`src/rtl/servo_pwm_scheduler_if.sv`:
```
// Command and PWM bundle between servo sequencers and the PWM scheduler.
// Requesters hold ServoNum/ActiveServoDuty; the scheduler drives the pulses.
interface servo_pwm_scheduler_if;
  logic        EnableScheduler;
  logic [1:0]  ServoNum;
  logic [20:0] ActiveServoDuty;
  logic [3:0]  PWM;
  logic        ActivePeriodFinished;
  logic [7:0]  FrameCount;

  modport master (
    output EnableScheduler,
    output ServoNum,
    output ActiveServoDuty,
    input  PWM,
    input  ActivePeriodFinished,
    input  FrameCount
  );

  modport slave (
    input  EnableScheduler,
    input  ServoNum,
    input  ActiveServoDuty,
    output PWM,
    output ActivePeriodFinished,
    output FrameCount
  );
endinterface

```
`src/rtl/servo_pwm_scheduler.sv`:
```
// servo_pwm_scheduler: one frame timer driving four servo PWM lines.
// Duty commands commit only at frame boundaries so pulses never glitch.
module servo_pwm_scheduler #(
  parameter int unsigned PERIOD     = 2_000_000,
  parameter int unsigned DUTY_MIN   = 50_000,
  parameter int unsigned DUTY_MAX   = 250_000,
  parameter int unsigned DUTY_RESET = 150_000
) (
  input logic                  clk,
  input logic                  ResetServoScheduler,
  servo_pwm_scheduler_if.slave bus
);

  localparam logic [20:0] LAST = 21'(PERIOD - 1);
  localparam logic [20:0] DMIN = 21'(DUTY_MIN);
  localparam logic [20:0] DMAX = 21'(DUTY_MAX);
  localparam logic [20:0] DRST = 21'(DUTY_RESET);

  logic [20:0] cnt;
  logic [20:0] duty [4];
  logic [3:0]  pwm_q;
  logic        apf_q;
  logic [7:0]  frames_q;
  logic        frame_end;
  logic [20:0] duty_req;

  assign frame_end = bus.EnableScheduler && (cnt == LAST);

  always_comb begin
    duty_req = bus.ActiveServoDuty;
    unique case (1'b1)
      (bus.ActiveServoDuty < DMIN): duty_req = DMIN;
      (bus.ActiveServoDuty > DMAX): duty_req = DMAX;
      default: ;
    endcase
  end

  always_ff @(posedge clk) begin
    if (ResetServoScheduler) begin
      cnt      <= '0;
      pwm_q    <= '0;
      apf_q    <= 1'b0;
      frames_q <= '0;
      for (int i = 0; i < 4; i++)
        duty[i] <= DRST;
    end else begin
      apf_q <= frame_end;
      if (!bus.EnableScheduler || frame_end)
        cnt <= '0;
      else
        cnt <= cnt + 21'd1;
      for (int i = 0; i < 4; i++)
        pwm_q[i] <= bus.EnableScheduler && (cnt < duty[i]);
      // the new duty is first compared against cnt=0 of the next frame
      if (frame_end) begin
        frames_q           <= frames_q + 8'd1;
        duty[bus.ServoNum] <= duty_req;
      end
    end
  end

  assign bus.PWM                  = pwm_q;
  assign bus.ActivePeriodFinished = apf_q;
  assign bus.FrameCount           = frames_q;

  param_legal: assert property (@(posedge clk)
    (PERIOD > 1) && (DUTY_MAX < PERIOD));

endmodule

```
`src/flat_wrapper.sv`:
```
// flat-port wrapper written by rule: the top's interface ports become plain ports
module servo_pwm_scheduler_flat 
#(
  parameter int unsigned PERIOD     = 2_000_000,
  parameter int unsigned DUTY_MIN   = 50_000,
  parameter int unsigned DUTY_MAX   = 250_000,
  parameter int unsigned DUTY_RESET = 150_000
)
  (clk, ResetServoScheduler, bus_EnableScheduler, bus_ServoNum, bus_ActiveServoDuty, bus_PWM, bus_ActivePeriodFinished, bus_FrameCount);
  servo_pwm_scheduler_if bus_i ();
  input logic clk;
  input logic ResetServoScheduler;
  input wire logic [$bits(bus_i.EnableScheduler)-1:0] bus_EnableScheduler;
  input wire logic [$bits(bus_i.ServoNum)-1:0] bus_ServoNum;
  input wire logic [$bits(bus_i.ActiveServoDuty)-1:0] bus_ActiveServoDuty;
  output wire logic [$bits(bus_i.PWM)-1:0] bus_PWM;
  output wire logic [$bits(bus_i.ActivePeriodFinished)-1:0] bus_ActivePeriodFinished;
  output wire logic [$bits(bus_i.FrameCount)-1:0] bus_FrameCount;
  assign bus_i.EnableScheduler = bus_EnableScheduler;
  assign bus_i.ServoNum = bus_ServoNum;
  assign bus_i.ActiveServoDuty = bus_ActiveServoDuty;
  assign bus_PWM = bus_i.PWM;
  assign bus_ActivePeriodFinished = bus_i.ActivePeriodFinished;
  assign bus_FrameCount = bus_i.FrameCount;
  servo_pwm_scheduler #(.PERIOD(PERIOD), .DUTY_MIN(DUTY_MIN), .DUTY_MAX(DUTY_MAX), .DUTY_RESET(DUTY_RESET)) u_core (.clk(clk), .ResetServoScheduler(ResetServoScheduler), .bus(bus_i));
endmodule
```
`config.mk`:
```
export PLATFORM = sky130hd
export DESIGN_NAME = servo_pwm_scheduler_flat
export DESIGN_NICKNAME = d
export VERILOG_FILES = /design/src/rtl/servo_pwm_scheduler_if.sv /design/src/rtl/servo_pwm_scheduler.sv /design/src/flat_wrapper.sv
export SDC_FILE = /design/constraint.sdc
export NUM_CORES = 1
export LEC_CHECK = 0
export ABC_AREA = 1
export CAP_MARGIN = 20
export CORE_ASPECT_RATIO = 1.25
export CORE_MARGIN = 2
export CORE_UTILIZATION = 45
export DETAILED_ROUTE_END_ITERATION = 6
export PLACE_DENSITY = 0.66
export SETUP_SLACK_MARGIN = 0.05
export SLEW_MARGIN = 15
export SYNTH_ARGS = -nofsm -noshare
export SYNTH_HDL_FRONTEND = slang
export SYNTH_SLANG_ARGS = --single-unit
export TNS_END_PERCENT = 5
```
`constraint.sdc`:
```
create_clock -name clk -period 2.7 [get_ports clk]
set_input_delay 0.27 -clock clk [delete_from_list [all_inputs] [get_ports clk]]
set_output_delay 0.27 -clock clk [all_outputs]
set_load 0.01 [all_outputs]
```
==> flow_summary.yaml, run 1 <==
outcome:
  status: "complete, no violations"
yosys:
  yosysWarnings: 0
  synth_cells: 788
  yosysTopAreaCellShare: 0.3644
  synth_largest_area_cell: "edfxtp_1"
  syn_area_per_cell_sq_um: 8.785
  synth_edf_count: 84
  ys_async_sr_fraction: 0
  ys_seq_elements: 118
  ys.flop_type: "edfxtp_1"
  synth_area_leaders: "edfxtp_1 (36%), ha_1 (15%), dfxtp_1 (9.8%), inv_1 (8.1%), nand2_1 (6.7%)"
  synth-seq-area-share: 0.4627
  ys_types: 34
  synth_area_sq_um: 6923
timing:
  rsz0062_at_grt: "false"
  final.setup.worst_slack_ps: 388.2
  period_minus_slack_ps: 2312
  setup-tns-final_ps: 0
  final_max_slew_viol_count: 0
  setup_violations: 0
  finalCritPeriodShare: 0.8562
  skew_ps: 11.14
  hold_viol_final: 0
  clock.fmax_mhz: 432.6
setup_path:
  path_cells: "inv_1, nand3_1, nor2_1, nand3_2, nor2_4, buf_4, nand2_2, inv_2, nand3_1"
  path_max_fanout: 16
  r2r_start: "u_core.cnt[16]$_SDFF_PP0_"
  slowest_stage: "dfxtp_1"
  end_kind: "flop"
  path_class: "reg -> reg"
  r2r_setup_slack_ps: 390
  required_ps: 2850
  crit_path_frequent_cell: "nand3_1"
  max_stage_delay_ps: 410
  reg2reg_to: "u_core.duty[1][14]$_SDFFCE_PN1P_"
  cp_num_buf_inv: 3
  cpLargestDelayFamily: "simple AND/OR/NAND/NOR gates"
  worstPathArrival_ps: 2470
  startpoint_type: "flop"
  reg2regPathDepth: 9
power_and_ir_drop:
  power.density_nw_per_um2: 543.8
  p_leak_nw: 3.748
  combPwrFrac: 0.052
  switching_share: 0.2327
  vdd_drop_max_v: 0.0003883
  finalPower_mw: 4.537
  switchingPower_mw: 1.056
  p_clk_frac: 0.509
  pwr-share-seq: 0.440
  p_int_mw: 3.481
place:
  placed_cells: 1034
  detailed_place_hpwl_um: 12880
  port_buffers: 38
  gp_congestion: 0.8200
  post-place-ws_ps: 232.9
die:
  io_pins: 39
  row_count: 50
  initial_core_util: 0.4611
  die_w_um: 114.9
  core_sq_um: 15010
  die_height_um: 142.7
  die-area_sq_um: 16400
hold_path:
  worstHoldStart: "u_core.cnt[10]$_SDFF_PP0_"
  hold_path_end: "u_core.cnt[10]$_SDFF_PP0_"
  hold_class: "reg -> reg"
  holdPathStages: 2
cts:
  clock-sinks: 118
  post_cts_buffers: 0
  cts_resized: 0
  htree_num_levels: 4
  cts_root_buf: "clkbuf_16"
  numCtsBuffers: 17
  cts_hold_buf: 0
  cts_buffer_depth: 2
  clk_pin_slew_ps: 60
  cts_tree: "yes"
  clkLatencyLatePin_ps: 430
grt:
  grt_pass1_wl_um: 27690
  grt_max_degree: 22
  grt.overflow.total: 0
  grt_pass1_vias: 5474
  grt_use_total: 0.2237
  antenna_found_initial: 0
route:
  via_count: 5486
  wirelength_um: 16790
  drtAntennaViolNets: 0
  drc: 0
  drt_iter0_drc: 325
  viasPerCell: 5.146
  routedWlPerCell_um: 15.75
  firstDrtPassIters: 5
cells_and_area:
  antenna_cells: 0
  final_util: 0.5556
  stdcell_count: 1066
  layout-drive-gt1-share: 0.08145
  multiInputGateArea_sq_um: 3114
  n_fill_cell: 1371
  regArea_sq_um: 3203
  layout.nets: 979
  areaGrowthSynthToFinish_pct: 20.50
job:
  cap_violations: 0
-- worst register-to-register path: cells and delay by family, from the launching register on --
kind / cells / cell delay [ps]
DFF: 1 / 410
and+or+nand+nor: 6 / 970
buffers and inverters: 3 / 660
-- layer usage --
| layer | vias up | GRT usage | routed length [um] |
|---|---|---|---|
| met5 | - | 0 | 0 |
| met4 | 0 | 0.08307 | 478 |
| met3 | 26 | 0.04499 | 884 |
| met2 | 164 | 0.3833 | 8210 |
| met1 | 2497 | 0.2779 | 7220 |
| li1 | 2799 | - | - |
-- synth_stat cells, drive strengths merged, types with 2 or more instances --
master    n
a211oi    4
a21oi    68
and3      2
buf       8
clkbuf    2
dfxtp    34
edfxtp   84
ha       82
inv     153
nand2   125
nand3    66
nand3b    6
nand4     9
nor2     65
nor3     31
nor4      2
o211ai    2
o21ai    29
xnor2     4
xor2      7
-- cell families (layout without fill, tap and decap cells) --
| group | Yosys count | count (layout) | synth area share |
|---|---|---|---|
| buffers and inverters | 163 | 248 | 0.09344 |
| adder cells (fa/ha/maj) | 82 | 82 | 0.1482 |
| AND/OR/NAND/NOR | 308 | 308 | 0.2024 |
| XOR/XNOR | 11 | 11 | 0.01392 |
| flip-flops | 118 | 118 | 0.4627 |
| AO/OA/AOI/OAI | 105 | 105 | 0.07880 |
| other | 1 | 12 | 0.0005417 |
-- sequential cells by signal (all words and copies together) (netlist names) --
register and cells:
u_core.bus.ActivePeriodFinished 1, u_core.bus.FrameCount 8, u_core.duty 84, u_core.cnt 21, u_core.bus.PWM 4
-- stage by stage --
stage                     instance area (sq um)  hold WS, ps
after global placement                     7737        475.2
after floorplan                            6964        339.1
after detailed placement                   7737        477.2
after CTS                                  8342        489.5
final                                      8342        492.0
after global routing                       8342        516.2
-- power by group through the flow --
stage | sequential, mW | combinational [mW] | clock, mW
6_report | 1.99 | 0.235 | 2.31
2_1_floorplan | 2.03 | 0.114 | 0
3_5_place_dp | 2.03 | 0.233 | 0
4_1_cts | 1.99 | 0.235 | 2.33
3_3_place_gp | 2.03 | 0.232 | 0
5_1_grt | 2.00 | 0.266 | 2.42
-- layout make-up --
class / instances / area share
multi-input cells: 518 / 0.3733
clock inverters: 14 / 0.01980
repair buffers: 63 / 0.07410
inverters: 153 / 0.06885
clock buffers: 18 / 0.05265
flip-flops and latches: 118 / 0.3840
well taps: 182 / 0.02730
-- how the worst max path moves through the flow --
stage	from	cells past startpoint	slack, ps	to
2_1_floorplan	u_core.cnt[1]$_SDFF_PP0_	9	390	u_core.duty[0][0]$_SDFFCE_PN0P_
3_3_place_gp	ResetServoScheduler	8	330	u_core.duty[2][6]$_SDFFCE_PN1P_
3_5_place_dp	ResetServoScheduler	8	230	u_core.duty[1][4]$_SDFFCE_PN1P_
4_1_cts	u_core.cnt[6]$_SDFF_PP0_	10	410	u_core.duty[1][4]$_SDFFCE_PN1P_
5_1_grt	u_core.cnt[6]$_SDFF_PP0_	10	210	u_core.duty[1][4]$_SDFFCE_PN1P_
6_report	u_core.cnt[16]$_SDFF_PP0_	9	390	u_core.duty[1][14]$_SDFFCE_PN1P_
-- layout by cell type (no fill, tap or decap), drive strengths merged, types with 2 or more instances in the layout --
cell	n
a21oi	68
dfxtp	34
o21ai	29
xnor2	4
and3	2
inv	160
nor3	31
bufinv	2
ha	82
clkinvlp	2
clkinv	3
clkbuf	18
o211ai	2
conb	12
nor2	65
clkdlybuf4s50	38
xor2	7
nand4	9
edfxtp	84
a211oi	4
nand3	66
nor4	2
buf	25
nand2	125
nand3b	6
Note: power is estimated with default switching activity, not from simulation.
==> inputs of run 2 (changes only) <==
--- a/config.mk
+++ b/config.mk
@@ -11,7 +11,6 @@
 export CORE_MARGIN = 2
 export CORE_UTILIZATION = 45
 export DETAILED_ROUTE_END_ITERATION = 6
-export PLACE_DENSITY = 0.66
 export SETUP_SLACK_MARGIN = 0.05
 export SLEW_MARGIN = 15
 export SYNTH_ARGS = -nofsm -noshare
==> run 2 against run 1 <==
Power down 4.1%. Sequential cell count unchanged. Fmax down 4.6%. Cell area down 0.99%. Cell count down 0.28%. Register-to-register slack worse by 110 ps.
==> flow_summary.yaml, run 2 (synthesis results as in run 1) <==
outcome:
  status: "complete, no violations"
cts:
  clk_pin_slew_ps: 60
  clock-sinks: 118
  htree_num_levels: 4
  clkLatencyLatePin_ps: 420
  cts_buffer_depth: 2
  post_cts_buffers: 0
  cts_hold_buf: 0
  cts_root_buf: "clkbuf_16"
  cts_tree: "yes"
  numCtsBuffers: 17
  cts_resized: 0
power_and_ir_drop:
  power.density_nw_per_um2: 526.9
  p_leak_nw: 3.708
  vdd_drop_max_v: 0.0004449
setup_path:
  r2r_start: "u_core.cnt[3]$_SDFF_PP0_"
  cpLargestDelayFamily: "simple AND/OR/NAND/NOR gates"
  slowest_stage: "dfxtp_1"
  path_max_fanout: 21
  crit_start: "u_core.cnt[3]$_SDFF_PP0_"
  path_class: "reg -> reg"
  end_kind: "flop"
  startpoint_type: "flop"
  cp_num_buf_inv: 2
  required_ps: 2820
  worstPathArrival_ps: 2540
  max_stage_delay_ps: 600
  path_cells: "nand3_2, inv_1, nand3b_1, nor2_1, nand3_1, nand2_1, and3_1, buf_12"
grt:
  grt.overflow.total: 0
  grt_use_total: 0.2328
  antenna_found_initial: 0
  grt_pass1_vias: 5593
  grt_max_degree: 22
  grt_pass1_wl_um: 28550
cells_and_area:
  largest_reg_flops: 84
  layout-drive-gt1-share: 0.07719
  mostFrequentLayoutCells: "inv_1 (150), nand2_1 (124), edfxtp_1 (84)"
  mostFrequentLayoutCell: "inv_1"
  areaGrowthSynthToFinish_pct: 19.30
  antenna_cells: 0
  layout.nets: 976
  regMostFlops: "u_core.duty"
place:
  detailed_place_hpwl_um: 13670
  port_buffers: 38
  gp_congestion: 0.8670
  post-place-ws_ps: 283.4
die:
  die_w_um: 114.9
  row_count: 50
  die_height_um: 142.7
  io_pins: 39
  initial_core_util: 0.4611
  die-area_sq_um: 16400
  core_sq_um: 15010
timing:
  final_max_slew_viol_count: 0
  clock.fmax_mhz: 412.7
  hold_viol_final: 0
  final.setup.worst_slack_ps: 276.7
  relSlewSlack: 0.6429
  setup-tns-final_ps: 0
  setup_violations: 0
  skew_ps: 11.02
  period_minus_slack_ps: 2423
  rsz0062_at_grt: "false"
  finalCritPeriodShare: 0.8975
  worst_pin_slew_ps: 534.9
hold_path:
  worstHoldStart: "u_core.cnt[10]$_SDFF_PP0_"
  hold_class: "reg -> reg"
job:
  cap_violations: 0
route:
  wirelength_um: 17660
  viasPerCell: 5.285
  drtAntennaViolNets: 0
  routedWlPerCell_um: 16.62
  drc: 0
  firstDrtPassIters: 5
  via_count: 5618
  drt_iter0_drc: 364
run 2: cell types whose count changed in the layout (fill, tap and decap cells not counted), sizes merged:
cell and delta:
buf -3, inv +3, bufinv -2, clkbuf -1
run 2: final cells by class:
type	instances	area (sq um)
Timing Repair Buffer	60	583.1
Sequential cell	118	3203
Clock buffer	17	425.4
Inverter	153	574.3
Multi-Input combinational cell	518	3114
Fill cell	1379	6755
Tap cell	182	227.7
Clock inverter	15	131.4
run 2: through the flow:
step	util	power, mW	area (sq um)	hold slack [ps]	cells
2_1_floorplan	-	2.143	6964	339.1	799
3_3_place_gp	0.5130	2.258	7702	471.9	1031
3_5_place_dp	0.5130	2.263	7702	483.3	1031
4_1_cts	0.5501	4.390	8259	489.8	1063
5_1_grt	0.5501	4.509	8259	504.7	1063
6_report	0.5501	4.352	8259	488.4	1063
run 2: path summary, 6_finish.rpt:
kind	end	slack (ps)	cells after the start
setup / recovery	u_core.duty[3][5]$_DFFE_PP_	280	8
hold / removal	u_core.cnt[10]$_SDFF_PP0_	490	2
hold reg to reg	u_core.cnt[10]$_SDFF_PP0_	490	2
setup reg to reg	u_core.duty[3][5]$_DFFE_PP_	280	8
run 2: worst reg2reg max path: stages, from the launching register on:
cell and delay [ps]:
dfxtp_1 600, nand3_2 180, inv_1 180, nand3b_1 110, nor2_1 140, nand3_1 320
nand2_1 180, and3_1 210, buf_12 200
run 2: report_power, final:
group,total (mW),leakage (nW),internal [mW],switching (mW)
Sequential,2.00,1.09,1.98,0.0180
Clock,2.13,0.269,1.21,0.918
Combinational,0.230,2.35,0.0925,0.137
run 2: metal layers:
metal	GRT usage	vias up	part of all wire
met1	0.2865	2607	0.42
met2	0.3981	179	0.49
met5	0	-	0
met4	0.09258	0	0.033
li1	-	2792	-
met3	0.04754	40	0.059
